File: config.mk
export PLATFORM = sky130hd
export DESIGN_NAME = comefa_seq_flat
export DESIGN_NICKNAME = d
export VERILOG_FILES = /design/src/rtl/comefa_pkg.sv /design/src/rtl/comefa_seq_if.sv /design/src/rtl/comefa_cmd_enc.sv /design/src/rtl/comefa_seq.sv /design/src/flat_wrapper.sv
export SDC_FILE = /design/constraint.sdc
export NUM_CORES = 1
export LEC_CHECK = 0
export CORE_MARGIN = 1.5
export CORE_UTILIZATION = 50
export CTS_CLUSTER_SIZE = 28
export DETAILED_ROUTE_END_ITERATION = 10
export GPL_TIMING_DRIVEN = 0
export PLACE_DENSITY = 0.92
export SETUP_SLACK_MARGIN = 0.2
export SYNTH_ARGS = -nofsm -noshare
export SYNTH_HDL_FRONTEND = slang
export SYNTH_SLANG_ARGS = --single-unit
File: constraint.sdc
create_clock -name clk -period 3.6 [get_ports clk]
set_input_delay 0.36 -clock clk [delete_from_list [all_inputs] [get_ports clk]]
set_output_delay 0.36 -clock clk [all_outputs]
set_load 0.02 [all_outputs]
File: src/rtl/comefa_pkg.sv
// Shared types and constants for the comefa macro-op sequencer.
// Field positions of the 40-bit compute word, truth tables, op codes, FSM states.
// Pure definitions; no timing or flow-control behaviour of its own.
package comefa_pkg;

    localparam int ROW_W = 7;
    localparam int CMD_W = 40;

    // Bit positions inside the compute command word (LSB of each field)
    localparam int POS_PRED  = 38;
    localparam int POS_BSEL  = 34;
    localparam int POS_BDATA = 33;
    localparam int POS_WEN   = 32;
    localparam int POS_WSEL  = 30;
    localparam int POS_PORT  = 29;
    localparam int POS_CRST  = 28;
    localparam int POS_CEN   = 27;
    localparam int POS_MRST  = 26;
    localparam int POS_MEN   = 25;
    localparam int POS_TT    = 21;
    localparam int POS_DST   = 14;
    localparam int POS_SRC2  = 7;
    localparam int POS_SRC1  = 0;

    // Truth tables indexed by {b, a}; a = src1 bit, b = src2 bit or b_data
    localparam logic [3:0] TT_XOR   = 4'b0110;
    localparam logic [3:0] TT_PASS1 = 4'b1010;
    localparam logic [3:0] TT_PASS2 = 4'b1100;

    localparam logic [1:0] PRED_ALL = 2'b11;
    localparam logic [1:0] WSEL_SUM = 2'b01;

    typedef enum logic [1:0] {
        OP_ADD  = 2'b00,
        OP_COPY = 2'b01,
        OP_FILL = 2'b10,
        OP_RSVD = 2'b11
    } op_e;

    typedef enum logic [1:0] {
        ST_IDLE,
        ST_PRE,
        ST_BIT,
        ST_COUT
    } state_e;

    // Which compute word (if any) is launched onto the RAM port next cycle
    typedef enum logic [1:0] {
        K_NONE,
        K_PRE,
        K_BIT,
        K_COUT
    } word_kind_e;

    typedef struct packed {
        logic [1:0]       pred;
        logic             b_sel;
        logic             b_data;
        logic             write_en;
        logic [1:0]       write_sel;
        logic             port;
        logic             c_rst;
        logic             c_en;
        logic             m_rst;
        logic             m_en;
        logic [3:0]       tt;
        logic [ROW_W-1:0] dst;
        logic [ROW_W-1:0] src2;
        logic [ROW_W-1:0] src1;
    } cmd_fields_t;

    // Highest row touched by an operand of width wm+1 based at 'base' (8 bits so overflow is visible)
    function automatic logic [7:0] top_row(input logic [ROW_W-1:0] base, input logic [4:0] wm);
        return {1'b0, base} + {3'b000, wm};
    endfunction

    // Row holding bit idx of an operand whose MSB sits at base
    function automatic logic [ROW_W-1:0] bit_row(input logic [ROW_W-1:0] base,
                                                 input logic [4:0] wm,
                                                 input logic [4:0] idx);
        return base + {2'b00, wm} - {2'b00, idx};
    endfunction

endpackage

File: src/rtl/comefa_seq_if.sv
// Bundle of macro-op handshake, host write path and comefa write-port drive.
// No logic; latency is set by the modules on either side.
// cmd_valid/cmd_ready and host_we/host_ready carry the flow control.
interface comefa_seq_if #(
    parameter int AWIDTH = 9,
    parameter int DWIDTH = 40
);
    logic              cmd_valid;
    logic              cmd_ready;
    logic [1:0]        cmd_op;
    logic [6:0]        cmd_src1;
    logic [6:0]        cmd_src2;
    logic [6:0]        cmd_dst;
    logic [4:0]        cmd_width;
    logic              cmd_fill;
    logic              cmd_cout;
    logic              done;
    logic              err;
    logic [AWIDTH-1:0] host_addr;
    logic [DWIDTH-1:0] host_d;
    logic              host_we;
    logic              host_ready;
    logic [AWIDTH-1:0] cr_addr;
    logic [DWIDTH-1:0] cr_d;
    logic              cr_we;

    modport master (
        output cmd_valid, cmd_op, cmd_src1, cmd_src2, cmd_dst, cmd_width, cmd_fill, cmd_cout,
        output host_addr, host_d, host_we,
        input  cmd_ready, done, err, host_ready, cr_addr, cr_d, cr_we
    );

    modport slave (
        input  cmd_valid, cmd_op, cmd_src1, cmd_src2, cmd_dst, cmd_width, cmd_fill, cmd_cout,
        input  host_addr, host_d, host_we,
        output cmd_ready, done, err, host_ready, cr_addr, cr_d, cr_we
    );
endinterface

File: src/rtl/comefa_cmd_enc.sv
// Packs named compute-word fields into the 40-bit comefa command (dummy bits 37:35 = 0).
// Latency: combinational, zero cycles; the caller registers the result.
// No flow control.
module comefa_cmd_enc
    import comefa_pkg::*;
(
    input  cmd_fields_t      f,
    output logic [CMD_W-1:0] word
);

    // Place each field at its fixed bit position
    always_comb begin
        word                    = '0;
        word[POS_PRED +: 2]     = f.pred;
        word[POS_BSEL]          = f.b_sel;
        word[POS_BDATA]         = f.b_data;
        word[POS_WEN]           = f.write_en;
        word[POS_WSEL +: 2]     = f.write_sel;
        word[POS_PORT]          = f.port;
        word[POS_CRST]          = f.c_rst;
        word[POS_CEN]           = f.c_en;
        word[POS_MRST]          = f.m_rst;
        word[POS_MEN]           = f.m_en;
        word[POS_TT +: 4]       = f.tt;
        word[POS_DST +: ROW_W]  = f.dst;
        word[POS_SRC2 +: ROW_W] = f.src2;
        word[POS_SRC1 +: ROW_W] = f.src1;
    end

endmodule

File: src/rtl/comefa_seq.sv
// Macro-op sequencer: expands ADD/COPY/FILL into bit-serial compute words for one comefa RAM.
// Latency: PRE word 1 cycle after accept, W bit words, optional carry word, done the cycle after.
// Backpressure: cmd_ready only in IDLE; host writes are held off (host_ready=0) while busy.
module comefa_seq
    import comefa_pkg::*;
#(
    parameter int                AWIDTH   = 9,
    parameter int                DWIDTH   = 40,
    parameter logic [AWIDTH-1:0] CMD_ADDR = 9'h1FF,
    parameter int                NUM_ROWS = 128
) (
    input  logic        clk,
    input  logic        reset,
    comefa_seq_if.slave bus
);

    localparam logic [7:0] MAX_ROW = 8'(NUM_ROWS - 1);

    state_e            state_q, state_d;
    op_e               op_q, op_d;
    logic [ROW_W-1:0]  src1_q, src1_d, src2_q, src2_d, dst_q, dst_d;
    logic [4:0]        wm_q, wm_d;
    logic              fill_q, fill_d, cout_q, cout_d;
    logic [5:0]        cnt_q, cnt_d;
    logic              cr_we_q, cr_we_d;
    logic [AWIDTH-1:0] cr_addr_q, cr_addr_d;
    logic [DWIDTH-1:0] cr_d_q, cr_d_d;
    logic              done_q, done_d, err_q, err_d;

    word_kind_e        kind;
    cmd_fields_t       fields;
    logic [CMD_W-1:0]  enc_word;
    logic              accept, legal, host_fire;
    logic              s1_bad, s2_bad, d_bad;
    logic [4:0]        bit_idx;

    assign accept    = bus.cmd_valid && (state_q == ST_IDLE);
    assign host_fire = bus.host_we && bus.host_ready;
    assign bit_idx   = cnt_q[4:0];

    assign s1_bad = top_row(bus.cmd_src1, bus.cmd_width) > MAX_ROW;
    assign s2_bad = top_row(bus.cmd_src2, bus.cmd_width) > MAX_ROW;
    assign d_bad  = top_row(bus.cmd_dst,  bus.cmd_width) > MAX_ROW;

    // Legality of the offered command: only operands the op actually reads or writes are range-checked
    always_comb begin
        legal = 1'b0;
        case (op_e'(bus.cmd_op))
            OP_ADD:  legal = !(s1_bad || s2_bad || d_bad);
            OP_COPY: legal = !(s1_bad || d_bad);
            OP_FILL: legal = !d_bad;
            default: legal = 1'b0;
        endcase
        if (bus.cmd_cout && (bus.cmd_dst == '0)) begin
            legal = 1'b0;
        end
    end

    // Sequencing: capture at accept, PRE clears carry, one word per bit LSB first, optional carry word
    always_comb begin
        state_d = state_q;
        op_d    = op_q;
        src1_d  = src1_q;
        src2_d  = src2_q;
        dst_d   = dst_q;
        wm_d    = wm_q;
        fill_d  = fill_q;
        cout_d  = cout_q;
        cnt_d   = cnt_q;
        done_d  = 1'b0;
        err_d   = 1'b0;
        kind    = K_NONE;
        case (state_q)
            ST_IDLE: begin
                if (accept) begin
                    op_d   = op_e'(bus.cmd_op);
                    src1_d = bus.cmd_src1;
                    src2_d = bus.cmd_src2;
                    dst_d  = bus.cmd_dst;
                    wm_d   = bus.cmd_width;
                    fill_d = bus.cmd_fill;
                    cout_d = bus.cmd_cout;
                    cnt_d  = '0;
                    if (legal) begin
                        state_d = ST_PRE;
                        kind    = K_PRE;
                    end else begin
                        done_d = 1'b1;
                        err_d  = 1'b1;
                    end
                end
            end
            ST_PRE, ST_BIT: begin
                // cnt_q is the index of the next bit to issue
                if (cnt_q == ({1'b0, wm_q} + 6'd1)) begin
                    if ((op_q == OP_ADD) && cout_q) begin
                        state_d = ST_COUT;
                        kind    = K_COUT;
                    end else begin
                        state_d = ST_IDLE;
                        done_d  = 1'b1;
                    end
                end else begin
                    state_d = ST_BIT;
                    kind    = K_BIT;
                    cnt_d   = cnt_q + 6'd1;
                end
            end
            ST_COUT: begin
                state_d = ST_IDLE;
                done_d  = 1'b1;
            end
            default: state_d = ST_IDLE;
        endcase
    end

    // Field selection for the word launched next cycle
    always_comb begin
        fields      = '0;
        fields.pred = PRED_ALL;
        case (kind)
            K_PRE: fields.c_rst = 1'b1;
            K_BIT: begin
                fields.write_en  = 1'b1;
                fields.write_sel = WSEL_SUM;
                fields.dst       = bit_row(dst_q, wm_q, bit_idx);
                case (op_q)
                    OP_ADD: begin
                        fields.tt   = TT_XOR;
                        fields.c_en = 1'b1;
                        fields.src1 = bit_row(src1_q, wm_q, bit_idx);
                        fields.src2 = bit_row(src2_q, wm_q, bit_idx);
                    end
                    OP_COPY: begin
                        fields.tt   = TT_PASS1;
                        fields.src1 = bit_row(src1_q, wm_q, bit_idx);
                    end
                    OP_FILL: begin
                        fields.tt     = TT_PASS2;
                        fields.b_sel  = 1'b1;
                        fields.b_data = fill_q;
                    end
                    default: fields.write_en = 1'b0;
                endcase
            end
            K_COUT: begin
                fields.write_en  = 1'b1;
                fields.write_sel = WSEL_SUM;
                fields.port      = 1'b1;
                fields.dst       = dst_q - 7'd1;
            end
            default: fields.pred = PRED_ALL;
        endcase
    end

    comefa_cmd_enc u_enc (
        .f    (fields),
        .word (enc_word)
    );

    // Write-port mux: compute words win; host writes pass only when idle and no command is offered
    always_comb begin
        cr_we_d   = 1'b0;
        cr_addr_d = cr_addr_q;
        cr_d_d    = cr_d_q;
        if (kind != K_NONE) begin
            cr_we_d   = 1'b1;
            cr_addr_d = CMD_ADDR;
            cr_d_d    = enc_word;
        end else if (host_fire) begin
            cr_we_d   = 1'b1;
            cr_addr_d = bus.host_addr;
            cr_d_d    = bus.host_d;
        end
    end

    // State and output registers
    always_ff @(posedge clk) begin
        if (reset) begin
            state_q   <= ST_IDLE;
            op_q      <= OP_ADD;
            src1_q    <= '0;
            src2_q    <= '0;
            dst_q     <= '0;
            wm_q      <= '0;
            fill_q    <= 1'b0;
            cout_q    <= 1'b0;
            cnt_q     <= '0;
            cr_we_q   <= 1'b0;
            cr_addr_q <= '0;
            cr_d_q    <= '0;
            done_q    <= 1'b0;
            err_q     <= 1'b0;
        end else begin
            state_q   <= state_d;
            op_q      <= op_d;
            src1_q    <= src1_d;
            src2_q    <= src2_d;
            dst_q     <= dst_d;
            wm_q      <= wm_d;
            fill_q    <= fill_d;
            cout_q    <= cout_d;
            cnt_q     <= cnt_d;
            cr_we_q   <= cr_we_d;
            cr_addr_q <= cr_addr_d;
            cr_d_q    <= cr_d_d;
            done_q    <= done_d;
            err_q     <= err_d;
        end
    end

    assign bus.cmd_ready  = (state_q == ST_IDLE);
    assign bus.host_ready = (state_q == ST_IDLE) && !bus.cmd_valid;
    assign bus.cr_we      = cr_we_q;
    assign bus.cr_addr    = cr_addr_q;
    assign bus.cr_d       = cr_d_q;
    assign bus.done       = done_q;
    assign bus.err        = err_q;

endmodule

File: src/flat_wrapper.sv
// flat-port wrapper written by rule: the top's interface ports become plain ports
module comefa_seq_flat import comefa_pkg::*;
#(
    parameter int                AWIDTH   = 9,
    parameter int                DWIDTH   = 40,
    parameter logic [AWIDTH-1:0] CMD_ADDR = 9'h1FF,
    parameter int                NUM_ROWS = 128
)
  (clk, reset, bus_cmd_valid, bus_cmd_op, bus_cmd_src1, bus_cmd_src2, bus_cmd_dst, bus_cmd_width, bus_cmd_fill, bus_cmd_cout, bus_host_addr, bus_host_d, bus_host_we, bus_cmd_ready, bus_done, bus_err, bus_host_ready, bus_cr_addr, bus_cr_d, bus_cr_we);
  comefa_seq_if #(.AWIDTH(AWIDTH), .DWIDTH(DWIDTH)) bus_i ();
  input  logic clk;
  input  logic reset;
  input wire logic [$bits(bus_i.cmd_valid)-1:0] bus_cmd_valid;
  input wire logic [$bits(bus_i.cmd_op)-1:0] bus_cmd_op;
  input wire logic [$bits(bus_i.cmd_src1)-1:0] bus_cmd_src1;
  input wire logic [$bits(bus_i.cmd_src2)-1:0] bus_cmd_src2;
  input wire logic [$bits(bus_i.cmd_dst)-1:0] bus_cmd_dst;
  input wire logic [$bits(bus_i.cmd_width)-1:0] bus_cmd_width;
  input wire logic [$bits(bus_i.cmd_fill)-1:0] bus_cmd_fill;
  input wire logic [$bits(bus_i.cmd_cout)-1:0] bus_cmd_cout;
  input wire logic [$bits(bus_i.host_addr)-1:0] bus_host_addr;
  input wire logic [$bits(bus_i.host_d)-1:0] bus_host_d;
  input wire logic [$bits(bus_i.host_we)-1:0] bus_host_we;
  output wire logic [$bits(bus_i.cmd_ready)-1:0] bus_cmd_ready;
  output wire logic [$bits(bus_i.done)-1:0] bus_done;
  output wire logic [$bits(bus_i.err)-1:0] bus_err;
  output wire logic [$bits(bus_i.host_ready)-1:0] bus_host_ready;
  output wire logic [$bits(bus_i.cr_addr)-1:0] bus_cr_addr;
  output wire logic [$bits(bus_i.cr_d)-1:0] bus_cr_d;
  output wire logic [$bits(bus_i.cr_we)-1:0] bus_cr_we;
  assign bus_i.cmd_valid = bus_cmd_valid;
  assign bus_i.cmd_op = bus_cmd_op;
  assign bus_i.cmd_src1 = bus_cmd_src1;
  assign bus_i.cmd_src2 = bus_cmd_src2;
  assign bus_i.cmd_dst = bus_cmd_dst;
  assign bus_i.cmd_width = bus_cmd_width;
  assign bus_i.cmd_fill = bus_cmd_fill;
  assign bus_i.cmd_cout = bus_cmd_cout;
  assign bus_i.host_addr = bus_host_addr;
  assign bus_i.host_d = bus_host_d;
  assign bus_i.host_we = bus_host_we;
  assign bus_cmd_ready = bus_i.cmd_ready;
  assign bus_done = bus_i.done;
  assign bus_err = bus_i.err;
  assign bus_host_ready = bus_i.host_ready;
  assign bus_cr_addr = bus_i.cr_addr;
  assign bus_cr_d = bus_i.cr_d;
  assign bus_cr_we = bus_i.cr_we;
  comefa_seq #(.AWIDTH(AWIDTH), .DWIDTH(DWIDTH), .CMD_ADDR(CMD_ADDR), .NUM_ROWS(NUM_ROWS)) u_core (.clk(clk), .reset(reset), .bus(bus_i));
endmodule
# Word level (Yosys, flattened, before mapping)
# Index checks and enable logic that the tools add are counted.
[totals]
ff_bits = 90
ram_bits = 0
mem_bits_ro = 0
inputBits = 83
output_inout_bits = 54
wordCells = 110
latch_bits = 0
memories = 0
[op_classes]
shifts = 0
n_div = 0
multipliers = 0
n_lt_le_gt_ge = 3
n_eq_ne = 14
reduce_logical = 27
muxes = 38
bitwise = 1
n_addsub = 12
[op_table]
columns = ["operator", "n"]
rows = [
  ["two-way mux 40 bit", 2],
  ["adder 7 x 5 -> 8 bit", 3],
  ["greater-than comparator 8 x 7 -> 1 bit (second input constant)", 3],
  ["adder 7 x 5 -> 7 bit", 3],
  ["subtractor 7 x 5 -> 7 bit", 3],
  ["two-way mux 9 bit", 2],
  ["two-way mux 14 bit", 1],
  ["two-way mux 2 bit", 7],
  ["two-way mux 7 bit", 2],
  ["one-hot mux 7 bit (2 select lines)", 1],
  ["two-way mux 1 bit", 13],
  ["equality test 2 bit (second input constant)", 6],
  ["two-way mux 6 bit", 2],
  ["one-hot mux 4 bit (3 select lines)", 1],
  ["one-hot mux 6 bit (2 select lines)", 1],
  ["equality test 2 x 1 -> 1 bit (second input constant)", 4],
  ["OR reduction 2 bit", 4],
  ["zero test 7 bit", 1],
  ["subtractor 7 x 1 -> 7 bit (second input constant)", 1],
  ["adder 5 x 1 -> 6 bit (second input constant)", 1],
  ["adder 6 x 1 -> 6 bit (second input constant)", 1],
  ["equality test 6 bit", 1],
  ["zero test 2 bit", 3],
  ["one-hot mux 1 bit (3 select lines)", 2],
  ["14 further kinds", 27],
]

# Depth between registers and ports, before layout
[logic_depth]
depth_word = 13
depth_mapped = 12
ltp_nobuf = 12

# Cells and area by module
# From an unflattened synthesis, not the netlist that was laid out.
[unflattened]
cells_unflattened = 758
hier_area_um2 = 5900.7
[by_module_without_submodules]
columns = ["mod", "instances", "seq_area_each_um2", "cells_per_inst", "area_per_inst_um2"]
rows = [
  ["comefa_seq", 1, 1801.7, 717, 5596.6],
  ["comefa_cmd_enc", 1, 0.0, 41, 304.0],
]

# Worst setup path after synthesis
# Ideal clock, no wire load.
[synth_path]
kind = "register to register"
from = "reg u_core.wm_q[1]"
to = "reg u_core.cr_d_q[20] (netlist: u_core.bus.cr_d[20])"
path_buffers = 0
setup_time_ns = 0.088
stages_incl_launch_ff = 12
path_slack_ns = 1.009
arrival_ns = 2.503
synth_period_minus_slack_ns = 2.591
t_required_ns = 3.512
path_cell_list = "dfxtp_1 inv_1 fa_1 inv_1 fa_1 a21o_1 a21oi_1 o21bai_1 a21oi_1 xnor2_1 nand4_1 a311oi_2"
[synth_between]
elab_chain_cells = 7
word_cells_on_any_way = 12
classes_between = "add/sub: 3; eq/ne: 3; mux: 4; reduce/logical: 2"
[synth_lines]
columns = ["element", "line", "source"]
rows = [
  ["start, declared", "comefa_seq.sv:22", "logic [4:0] wm_q, wm_d;"],
  ["start signal, assigned", "comefa_seq.sv:200", "wm_q <= wm_d;"],
  ["adder 5 x 1 -> 6 bit", "comefa_seq.sv:95", "if (cnt_q == ({1'b0, wm_q} + 6'd1)) begin"],
  ["equality test 6 bit", "comefa_seq.sv:95", ""],
  ["two-way mux 2 bit", "comefa_seq.sv:95", ""],
  ["one-hot mux 2 bit (2 select lines)", "comefa_seq.sv:73", "case (state_q)"],
  ["equality test 2 bit", "comefa_seq.sv:121", "case (kind)"],
  ["one-hot mux 7 bit (2 select lines)", "comefa_seq.sv:121", ""],
  ["two-way mux 40 bit", "comefa_seq.sv:166", "if (kind != K_NONE) begin"],
  ["end signal, assigned", "comefa_seq.sv:206", "cr_d_q <= cr_d_d;"],
  ["end, declared", "comefa_seq.sv:27", "logic [DWIDTH-1:0] cr_d_q, cr_d_d;"],
]
# Several ways; a longest one is shown, not always the timed one.
# A chain may end at the register's enable or synchronous reset.

# Final worst setup path
[layout_path]
from = "in bus_cmd_width[4]"
to = "reg u_core.cr_d_q[34] (netlist: u_core.bus.cr_d[34])"
[layout_between]
elab_chain_cells = 13
word_cells_on_any_way = 22
classes_between = "add/sub: 3; order compare: 3; eq/ne: 1; mux: 7; reduce/logical: 8"
[layout_lines]
columns = ["element", "line", "source"]
rows = [
  ["start, declared", "flat_wrapper.sv:18", "input wire logic [$bits(bus_i.cmd_width)-1:0] bus_cmd_width;"],
  ["adder 7 x 5 -> 8 bit", "comefa_pkg.sv:74", "return {1'b0, base} + {3'b000, wm};"],
  ["greater-than comparator 8 x 7 -> 1 bit (on tied branches)", "comefa_seq.sv:41, comefa_seq.sv:42", ""],
  ["logical OR 1 bit (2 in a row)", "comefa_seq.sv:49", "OP_ADD: legal = !(s1_bad || s2_bad || d_bad);"],
  ["zero test 1 bit", "comefa_seq.sv:49", ""],
  ["one-hot mux 1 bit (3 select lines) *", "comefa_seq.sv:48", "case (op_e'(bus.cmd_op))"],
  ["two-way mux 1 bit *", "comefa_seq.sv:54", "if (bus.cmd_cout && (bus.cmd_dst == '0)) begin"],
  ["two-way mux 1 bit *", "comefa_seq.sv:84", "if (legal) begin"],
  ["two-way mux 2 bit *", "comefa_seq.sv:75", "if (accept) begin"],
  ["one-hot mux 2 bit (2 select lines) *", "comefa_seq.sv:73", ""],
  ["equality test 2 bit", "comefa_seq.sv:121", ""],
  ["two-way mux 2 bit", "comefa_seq.sv:121", ""],
  ["two-way mux 40 bit", "comefa_seq.sv:166", ""],
]
# Every way passes the cells marked *; elsewhere a longest branch is shown, timed or not.

==> impl_results.md <==
- Status: finished, final reports clean
- CORE AREA: about 0.010 mm^2
- Slowest stage delay, CP: just under 0.6 ns
- Power share of the sequential group: between 30% and 40%
- DRC violation count after routing: 0
- Finished Cell Area: between 0.007 and 0.008 mm^2
- Total clock buffers created by CTS: 9
- Dominant combinational cell family by area after synthesis: compound AO/OA/AOI/OAI gates
- CTS tree: yes
- Fraction of registers with async set/reset: 0%
- FF-to-FF setup slack: 0.67 ns
- Adder and majority gate portion of the synthesized area: between 10% and 20%
- GR Overflow Total: 0
- I/O pin count: between 100 and 150
- Required time reported for the critical path endpoint: 3.91 ns
- Root cell of the clock tree: clkbuf_8
- Fraction of the mapped netlist area in simple logic gates: between 10% and 20%
- Clock tree skew after final layout: around 0.017 ns
- Number of placement rows: 37
- Yosys cell types: 57
- Number of failing setup endpoints in the final timing report: 0
- Transition at the pin with the smallest max-transition slack: approximately 0.78 ns
- # clock sinks: 90
- Average wire length per cell after detail routing: 16.0 um
- Number of slew-limit violations in the final report: 0
- Latest clock arrival within the worst-skew pair: around 0.39 ns
- Critical Path Sink Type: flop
- Die Ht: about 110 um
- XOR/XNOR share of the synthesized area: 5.39%
- Fraction of power spent switching nets: approximately two fifths
- Setup slack of the critical path after layout: between 0.4 and 0.5 ns
- Total area of multi-input combinational cells: 0.00319 mm^2
- Routed Wire Length: 15300 um
- Hold path endpoint: u_core.bus.err
- Register area share after synthesis: between 30 and 40%
- Overall routing resource usage: 27.8%
- Post-CTS resize count: 0
- Final Wtd Congestion: between 0.8 and 0.9
- Cell type contributing the most total cell area after synthesis: dfxtp_1
- Total negative slack: 0 ns
- Worst VDD drop: ~0.38 mV
- Area contributors post-synth: dfxtp_1, ha_1, nand2_1
- Netlist Area Pre-Place: between 0.005 and 0.006 mm^2
- Per-cell via count in the routed design: roughly 5.6
- Number of antenna violations at the first check in global routing: 0
- Count of antenna diodes in the layout: 0
- Hold Buf Count CTS: 0
- R2R cell count: 11
- Length of the first detailed-routing pass in iterations: 5
- Hold/Removal Path Class: primary input to flop
- Signal arrival time at the worst endpoint: 3.43 ns
- Flops & latches, synth: 90
- Reg clk slew, reported paths: 0.11 ns
- Headroom to the max-slew limit: between 40% and 50%
- H-tree depth: 3
- Synthesized netlist net count: ~800
- Net count, final: between 900 and 1000
- Total net switching power: 1.95 mW
- Unrepaired setup endpoints after global routing: false
- Slowest CP cell: nor4_1
- Chain of cells forming the critical path: clkdlybuf4s50_1 -> ha_1 -> a21oi_1 -> o22ai_1 -> nor4_1 -> nand3_1 -> nand3_2 -> clkbuf_1 -> nor2_1 -> a211oi_1
- Multiplexer area fraction after synthesis: less than 1%
- Via count of the first global-routing pass: about 5200
- Post-route minimum period: 3.12 ns
- Fraction of the mapped netlist area in compound gates: between 10% and 20%
- Launch instance of the worst register-to-register path: u_core.wm_q[1]
- Peak clock frequency supported by timing: between 300 and 400 MHz
- Post-placement setup slack: 0.159 ns
- Number of enable-type register cells in the synthesized netlist: 0
- Critical setup path kind: primary input to flop
- DRC marker count from the first detailed-route iteration: about 450
- Kind of start point of the critical path: primary input
- Maximum root-to-sink buffer count: 2
- HP Start: reset
- Total design power: approximately 4.6 mW
- First-pass GRT wire length: about 25000 um
- Static Leakage: roughly 2.8 nW
- Via count: around 5400
- Post-synth top area share: 33.6%
- Number of violations of the max-capacitance limit: 0
- Power Density: about 650 mW/mm^2
- Post-synth top flop: dfxtp_1
- Internal power consumption: about 2.7 mW
- Area added between synthesis and finish: 32.6%
- Placed standard-cell area: 0.00688 mm^2
- Detailed Place HPWL: roughly 12000 um
- Yosys warns: 0
- Worst hold slack: approximately 0.37 ns
- Hold violation total from the final report: 0
- Pin count of the biggest net entering global routing: 18
- Share of cells above drive strength 1: about 4.1%
- Die Footprint: between 0.01 and 0.015 mm^2
- Relative contribution of combinational cells to total power: a little over half
- FF+latch area: about 0.0018 mm^2
- Number of instances on the worst hold path: 2
- Cells after Synth: 670
- Clock power frac: roughly 18%
- Final period utilization: between 80% and 90%
- Terminus of the critical flop-to-flop path: u_core.bus.cr_d[20]
- Starting density of the core: roughly half
- Antenna-violating nets left: 0
- Highest net fanout along the worst path: 10
- Avg Inst Size Synth: approximately 8.0 um^2
- Final-layout fill cell count: around 800
- Number of post-CTS setup repair buffers: 0
- IO buf count: about 140
- Die outline width: between 100 and 150 um
==> critical path: cells and delay by family <==
| kind | cells | cell delay, ns |
|---|---|---|
| compound gates | 3 | 0.55 |
| fa+ha+maj | 1 | 0.36 |
| buf+inv | 2 | 0.94 |
| simple gates | 4 | 1.22 |
==> power groups by stage <==
stage                     Clock (mW)  Combinational [mW]  Sequential [mW]
final                          0.812                2.43             1.39
after global routing           0.869                2.65             1.43
after CTS                      0.817                2.41             1.39
after detailed placement           0                2.39             1.42
after global placement             0                2.31             1.40
after floorplan                    0                1.33             1.62
==> per-layer routing <==
metal / vias up / GRT usage, % / routed length, um
met2: 277 / 43.7 / 7130
met3: 33 / 6.07 / 1240
met4: 0 / 11.0 / 327
met1: 2516 / 37.0 / 6640
met5: - / 0 / 0
li1: 2565 / - / -
==> cell type report <==
class / count / area share, %
Clock buffer: 9 / 1.74
Sequential cell: 90 / 25.3
Tap cell: 136 / 2.39
Timing Repair Buffer: 135 / 19.0
Multi-Input combinational cell: 486 / 44.9
Buffer: 30 / 1.79
Clock inverter: 7 / 1.48
Inverter: 64 / 3.38
==> cell families (layout without fill, tap and decap cells) <==
group                      after synthesis  in the layout
buffers and inverters                   94            245
adders and majority gates               57             57
muxes                                    3              3
DFF                                     90             90
AOI/OAI and AO/OA                      170            170
xor gates and xnor gates                33             33
and+or+nand+nor                        223            223
==> how the worst max path moves through the flow <==
stage	start	end	slack (ns)	cells after the start
4_1_cts	bus_cmd_width[4]	u_core.bus.cr_d[34]	0.56	10
5_1_grt	bus_cmd_width[4]	u_core.bus.cr_d[34]	0.37	10
3_3_place_gp	bus_cmd_width[4]	u_core.bus.cr_d[29]	0.30	10
3_5_place_dp	bus_cmd_width[4]	u_core.bus.cr_d[34]	0.16	10
6_report	bus_cmd_width[4]	u_core.bus.cr_d[34]	0.48	10
2_1_floorplan	u_core.wm_q[1]	u_core.bus.cr_d[20]	1.01	11
==> layout by cell type (no fill, tap or decap), drive strengths merged, types with 2 or more instances in the layout <==
master         instances
a211oi                10
a21o                   9
a21oi                 76
a311oi                 4
a31oi                 13
and2                   3
and3                   3
buf                   10
bufinv                 2
clkbuf                29
clkdlybuf4s50        135
dfxtp                 90
fa                    15
ha                    42
inv                   68
mux2i                  3
nand2                127
nand3                 13
nand4                 15
nor2                  41
nor2b                  4
nor3                   4
nor3b                  2
nor4                   4
o211ai                 4
o21ai                 35
o21bai                 7
o22ai                  2
or3                    2
xnor2                 23
xor2                  10
==> stage by stage <==
stage | instances | util, %
CTS | 957 | 68.6
floorplan | 670 | -
global route | 957 | 68.6
global placement | 941 | 66.4
detailed placement | 941 | 66.4
finish | 957 | 68.6
==> cell usage after synthesis, types with 3 or more instances <==
master and instances:
nand2_1 127, dfxtp_1 90, a21oi_1 75, inv_1 64
ha_1 42, nor2_1 41, o21ai_0 34, xnor2_1 23
clkbuf_1 20, fa_1 15, nand4_1 14, a31oi_1 13
nand3_1 12, xor2_1 10, a211oi_1 9, a21o_1 9
o21bai_1 7, buf_1 5, nor2b_1 4, o211ai_1 4
a311oi_2 3, and3_1 3, buf_2 3, mux2i_1 3
nor3_1 3
==> state kept, by name, indices dropped and copies added, names as in the netlist, 2 cells and up <==
register,flops
u_core.bus.cr_d,40
u_core.cnt_q,6
u_core.state_q,2
u_core.wm_q,5
u_core.src1_q,7
u_core.src2_q,7
u_core.dst_q,7
u_core.op_q,2
u_core.bus.cr_addr,9
Power figures use the tool's default switching activity.
